<file path="src/rtl/fan_ctrl_pkg.sv">
// Shared types and constants for the fan PWM controller.
// Holds the ramp FSM state encoding and the default duty width and full-scale value.
package fan_ctrl_pkg;

    typedef enum logic [1:0] {
        IDLE      = 2'd0,
        RAMP_UP   = 2'd1,
        RAMP_DOWN = 2'd2
    } ramp_state_t;

    localparam int DUTY_W = 8;
    localparam logic [DUTY_W-1:0] DUTY_FULL = '1;

endpackage

</file>
<file path="src/rtl/pwm_period_timer.sv">
// PWM period timebase: a prescaler feeding a counter that runs over 0..2^N-2.
// Produces tick, the period boundary strobe, and a registered period_start pulse.
module pwm_period_timer
    import fan_ctrl_pkg::*;
#(
    parameter int N        = DUTY_W,
    parameter int PRESCALE = 4
) (
    input  logic         clk,
    input  logic         rst_n,
    input  logic         enable,
    output logic [N-1:0] cnt,
    output logic         tick,
    output logic         boundary,
    output logic         period_start
);

    localparam int PS_W = (PRESCALE > 1) ? $clog2(PRESCALE) : 1;
    localparam logic [PS_W-1:0] PS_LAST  = PS_W'(PRESCALE - 1);
    localparam logic [N-1:0]    CNT_LAST = {{(N-1){1'b1}}, 1'b0};

    logic [PS_W-1:0] prescaler;

    // Timebase is frozen at zero while disabled, so no boundary can fire then.
    assign tick     = enable && (prescaler == PS_LAST);
    assign boundary = tick && (cnt == CNT_LAST);

    always_ff @(posedge clk or negedge rst_n) begin
        if (!rst_n) begin
            prescaler    <= '0;
            cnt          <= '0;
            period_start <= 1'b0;
        end else begin
            period_start <= boundary;
            if (!enable) begin
                prescaler <= '0;
                cnt       <= '0;
            end else begin
                prescaler <= tick ? '0 : prescaler + PS_W'(1);
                if (boundary)
                    cnt <= '0;
                else if (tick)
                    cnt <= cnt + N'(1);
            end
        end
    end

endmodule

</file>
<file path="src/rtl/fan_pwm_ctrl.sv">
// Fan PWM controller: accepts saturated adder results as a target duty, ramps the
// applied duty toward it one step per PWM period, and drives a registered PWM output.
module fan_pwm_ctrl
    import fan_ctrl_pkg::*;
#(
    parameter int N         = DUTY_W,
    parameter int RAMP_STEP = 4,
    parameter int PRESCALE  = 4
) (
    input  logic         clk,
    input  logic         rst_n,
    input  logic [N-1:0] sum_in,
    input  logic         cout_in,
    input  logic         in_valid,
    output logic         in_ready,
    input  logic         enable,
    output logic         pwm_out,
    output logic [N-1:0] duty_cur,
    output logic         period_start,
    output logic         busy,
    output logic         sat_flag
);

    localparam logic [N-1:0] STEP = N'(RAMP_STEP);

    // Adder overflow clamps to full-scale duty.
    function automatic logic [N-1:0] sat_result(input logic [N-1:0] sum, input logic cout);
        return cout ? {N{1'b1}} : sum;
    endfunction

    function automatic logic [N-1:0] step_toward(input logic [N-1:0] cur, input logic [N-1:0] tgt);
        logic [N:0] up;
        up = {1'b0, cur} + {1'b0, STEP};
        if (cur < tgt)
            return (up > {1'b0, tgt}) ? tgt : up[N-1:0];
        else if (cur > tgt)
            return ((cur - tgt) <= STEP) ? tgt : cur - STEP;
        else
            return cur;
    endfunction

    logic [N-1:0] cnt;
    logic         tick;
    logic         boundary;
    logic [N-1:0] target;
    logic [N-1:0] pend_val;
    logic         pend;
    ramp_state_t  state;
    logic         accept;
    logic [N-1:0] duty_step;
    logic [N-1:0] duty_next;
    logic [N-1:0] cnt_next;

    pwm_period_timer #(
        .N        (N),
        .PRESCALE (PRESCALE)
    ) u_timer (
        .clk          (clk),
        .rst_n        (rst_n),
        .enable       (enable),
        .cnt          (cnt),
        .tick         (tick),
        .boundary     (boundary),
        .period_start (period_start)
    );

    assign in_ready  = !pend;
    assign accept    = in_valid && in_ready;
    assign busy      = (state != IDLE) || (enable && (duty_cur != target));
    assign duty_step = step_toward(duty_cur, target);

    // Compare against next-cycle values so pwm_out lines up with cnt and duty_cur.
    always_comb begin
        duty_next = duty_cur;
        cnt_next  = cnt;
        if (!enable) begin
            duty_next = '0;
            cnt_next  = '0;
        end else if (boundary) begin
            duty_next = duty_step;
            cnt_next  = '0;
        end else if (tick) begin
            cnt_next  = cnt + N'(1);
        end
    end

    always_ff @(posedge clk or negedge rst_n) begin
        if (!rst_n) begin
            pwm_out  <= 1'b0;
            duty_cur <= '0;
            target   <= '0;
            pend     <= 1'b0;
            sat_flag <= 1'b0;
            state    <= IDLE;
        end else begin
            pwm_out  <= enable && (cnt_next < duty_next);
            duty_cur <= duty_next;
            if (!enable) begin
                state <= IDLE;
                // A held transfer flushes first; otherwise accepts go straight to target.
                if (pend) begin
                    target <= pend_val;
                    pend   <= 1'b0;
                end else if (accept) begin
                    target   <= sat_result(sum_in, cout_in);
                    sat_flag <= cout_in;
                end
            end else begin
                if (boundary) begin
                    if (duty_step == target)
                        state <= IDLE;
                    else if (duty_cur < target)
                        state <= RAMP_UP;
                    else
                        state <= RAMP_DOWN;
                    if (pend) begin
                        target <= pend_val;
                        pend   <= 1'b0;
                    end
                end
                if (accept) begin
                    pend     <= 1'b1;
                    sat_flag <= cout_in;
                end
            end
        end
    end

    // Pending value is pure data and only read while pend is set.
    always_ff @(posedge clk) begin
        if (accept && enable)
            pend_val <= sat_result(sum_in, cout_in);
    end

endmodule
</file>
<file path="config.mk">
export PLATFORM = sky130hd
export DESIGN_NAME = fan_pwm_ctrl
export DESIGN_NICKNAME = d
export VERILOG_FILES = /design/src/rtl/fan_ctrl_pkg.sv /design/src/rtl/pwm_period_timer.sv /design/src/rtl/fan_pwm_ctrl.sv
export SDC_FILE = /design/constraint.sdc
export NUM_CORES = 1
export LEC_CHECK = 0
export BUFFER_PORTS_ARGS = -buffer_cell sky130_fd_sc_hd__clkbuf_2
export CAP_MARGIN = 40
export CORE_MARGIN = 2
export CORE_UTILIZATION = 55
export CTS_CLUSTER_DIAMETER = 40
export DETAILED_ROUTE_END_ITERATION = 8
export PLACE_DENSITY = 0.84
export SYNTH_ARGS = -nofsm -noshare
export SYNTH_HDL_FRONTEND = slang
export SYNTH_SLANG_ARGS = --single-unit
</file>
<file path="constraint.sdc">
create_clock -name clk -period 9.7 [get_ports clk]
set_input_delay 1.94 -clock clk [delete_from_list [all_inputs] [get_ports clk]]
set_output_delay 1.94 -clock clk [all_outputs]
set_load 0.005 [all_outputs]
</file>
==> results_dict.tcl <==
set metrics [dict create \
    setup_ws_ns 5.00 \
    wl_per_cell_um 15.6 \
    endpoint_kind "flip-flop" \
    totalWireLength_mm 7.10 \
    fin_nets 424 \
    clock_sinks 40 \
    place_congestion 0.893 \
    worst_skew_pair.late_latency_ns 0.29 \
    cts_resized 0 \
    fill_cells 486 \
    synth_top_cell_by_area "dfrtp_1" \
    drc 0 \
    drive_above_1_share 0.143 \
    netlist_top_cells_area "dfrtp_1 (25%), ha_1 (11%), edfxtp_1 (7.5%)" \
    cts_tree "yes" \
    grt_max_degree 33 \
    syn_inst 371 \
    drtAntennaViolNets 0 \
    io_buffers 25 \
    dr.pass1.iters 4 \
    cts_max_path_buffers 2 \
    area_growth_pct 7.24 \
    syn_area_um2 3220 \
    synth_edf_count 8 \
    path_clk_slew_ns 0.07 \
    synth_seq_cells 40 \
    yosys_most_used_dff "dfrtp_1" \
    cp-start-kind "flip-flop" \
    fmax_ghz 0.213 \
    min_period_ns 4.70 \
    arrival_ns 4.92 \
    avgSynthCellArea_um2 8.67 \
    powerDensity_nw_per_um2 120 \
    grt_usage 0.245 \
    max_cap_viol_count 0 \
    fin_crit_sh 0.485 \
    die_y_um 80.5 \
    first_global_vias 2694 \
    cts-hold-fix-buffers 0 \
    cts-root-buf "clkbuf_8" \
    async_flop_share 0.800 \
    cp.required_ns 9.91 \
    setup_tns_ns 0 \
    rsz0062_at_grt "no" \
    coreArea_um2 5570 \
    dp_slack_ns 5.13 \
    num_vias 2804 \
    final-hold-violation-count 0 \
    final_max_slew_viol_count 0 \
    die_area_um2 6470 \
    crit_type "flip-flop to flip-flop" \
    p_leak_nw 1.57 \
    critPathMaxFanout 12 \
    hold_class "flip-flop to flip-flop" \
    outcome "finished, final reports clean" \
    htreeDepth 2 \
    antenna_found_initial 0 \
    synth_warnings 0 \
    synth_nets 412 \
    die_w_um 80.5 \
    overflow 0 \
    yosys-top-cells-count "dfrtp_1 (32), nand2_1 (31), ha_1 (27)" \
    ir_drop_mv 0.111 \
    diodes 0 \
    drt_iter0_drc 306 \
    grt_pass1_wl_mm 12.4 \
    row_count 27 \
    synth_top_area_frac 0.249 \
    initial_utilization 0.577 \
    cts_setup_buffers 0 \
    cts_made_buffers 5 \
    synth.most_common_cell "dfrtp_1" \
    synth_cell_types 61 \
    timing_worst_slew_pin_value_ns 0.828 \
    viasPerCell 6.15 \
    seq_area_frac_synth 0.324 \
    io_pins 26 \
    place_hpwl_mm 5.53 \
    relSlewSlack 0.448 \
    setup_viol 0 \
    worst_clock_skew_ns 0.00708 \
]
## per-layer routing
metal | up-vias | global-route usage | share of wire
met5 | - | 0 | 0
met4 | 0 | 0.0797 | 0.017
met1 | 1305 | 0.315 | 0.44
met2 | 102 | 0.422 | 0.49
li1 | 1385 | - | -
met3 | 12 | 0.0382 | 0.057
## cell families (layout without fill, tap and decap cells)
family	after synthesis	count (layout)	synth area share
multiplexers	13	13	0.0416
XOR/XNOR	20	20	0.0545
AO/OA/AOI/OAI	105	105	0.223
AND/OR/NAND/NOR	122	122	0.192
adder cells (fa/ha/maj)	28	28	0.111
buffers and inverters	43	56	0.0537
flip-flops	40	40	0.324
## registers in the layout (all words and copies together), names as in the netlist
signal,cells
target,8
pend,1
duty_cur,8
pend_val,8
state,2
u_timer.cnt,8
u_timer.prescaler,2
sat_flag,1
u_timer.period_start,1
pwm_out,1
## path summary, 6_finish.rpt
| path | start | to | slack, ns | depth (start not counted) |
|---|---|---|---|---|
| worst max-delay path | duty_cur[2] | pwm_out | 5.00 | 19 |
| worst min-delay path | u_timer.prescaler[0] | u_timer.prescaler[0] | 0.43 | 1 |
| worst max register to register | duty_cur[2] | pwm_out | 5.00 | 19 |
| worst min register to register | u_timer.prescaler[0] | u_timer.prescaler[0] | 0.43 | 1 |
| max in group asynchronous | rst_n | duty_cur[0] | 7.50 | 1 |
| min in group asynchronous | rst_n | sat_flag | 1.71 | 1 |
## worst max-delay path, cell delays in order (launching register included)
cell	delay (ns)
dfrtp_1	0.58
ha_1	0.32
nand3_1	0.12
xor2_1	0.27
inv_1	0.12
ha_1	0.33
a211oi_1	0.21
o21ai_0	0.14
o21ai_1	0.40
nand2_1	0.32
o31ai_1	0.40
nor2_1	0.07
o31a_1	0.31
a31oi_1	0.18
ha_1	0.27
nand4_1	0.09
nand3b_1	0.08
a21oi_1	0.18
nand2_1	0.07
o21ai_0	0.15
## where the power goes
group          leakage, nW  total (mW)  internal (mW)  switching [mW]
clock network       0.0515       0.117         0.0648          0.0526
logic                 1.02       0.101         0.0420          0.0592
registers            0.495       0.195          0.182          0.0132
total                 1.57       0.414          0.289           0.125
## final cells by class
cell class | instances | area, um^2 | share of cell area
inverter | 22 | 82.6 | 0.0239
multi-input combinational | 288 | 2000 | 0.581
clock buffer | 8 | 100 | 0.0290
sequential | 40 | 1040 | 0.302
timing repair buffer | 26 | 133 | 0.0385
tap | 72 | 90.1 | 0.0261
## cells in the final DEF (no fill, tap or decap), drive strengths merged, types with 10 or more instances in the layout
master  instances
or2            12
nor2           23
nand3          19
nand2          31
dfrtp          32
inv            21
mux2i          10
xor2           10
o21ai          27
a21oi          22
clkbuf         33
xnor2          10
ha             27
## stage by stage
step	cells	total power, mW	utilization	hold slack, ns	area (um^2)
6_report	456	0.414	0.619	0.434	3450
3_5_place_dp	448	0.297	0.601	0.429	3350
4_1_cts	456	0.416	0.619	0.438	3450
2_1_floorplan	371	0.272	-	0.414	3220
3_3_place_gp	448	0.293	0.601	0.423	3350
5_1_grt	456	0.437	0.619	0.471	3450
Note: power is estimated with default switching activity, not from simulation.
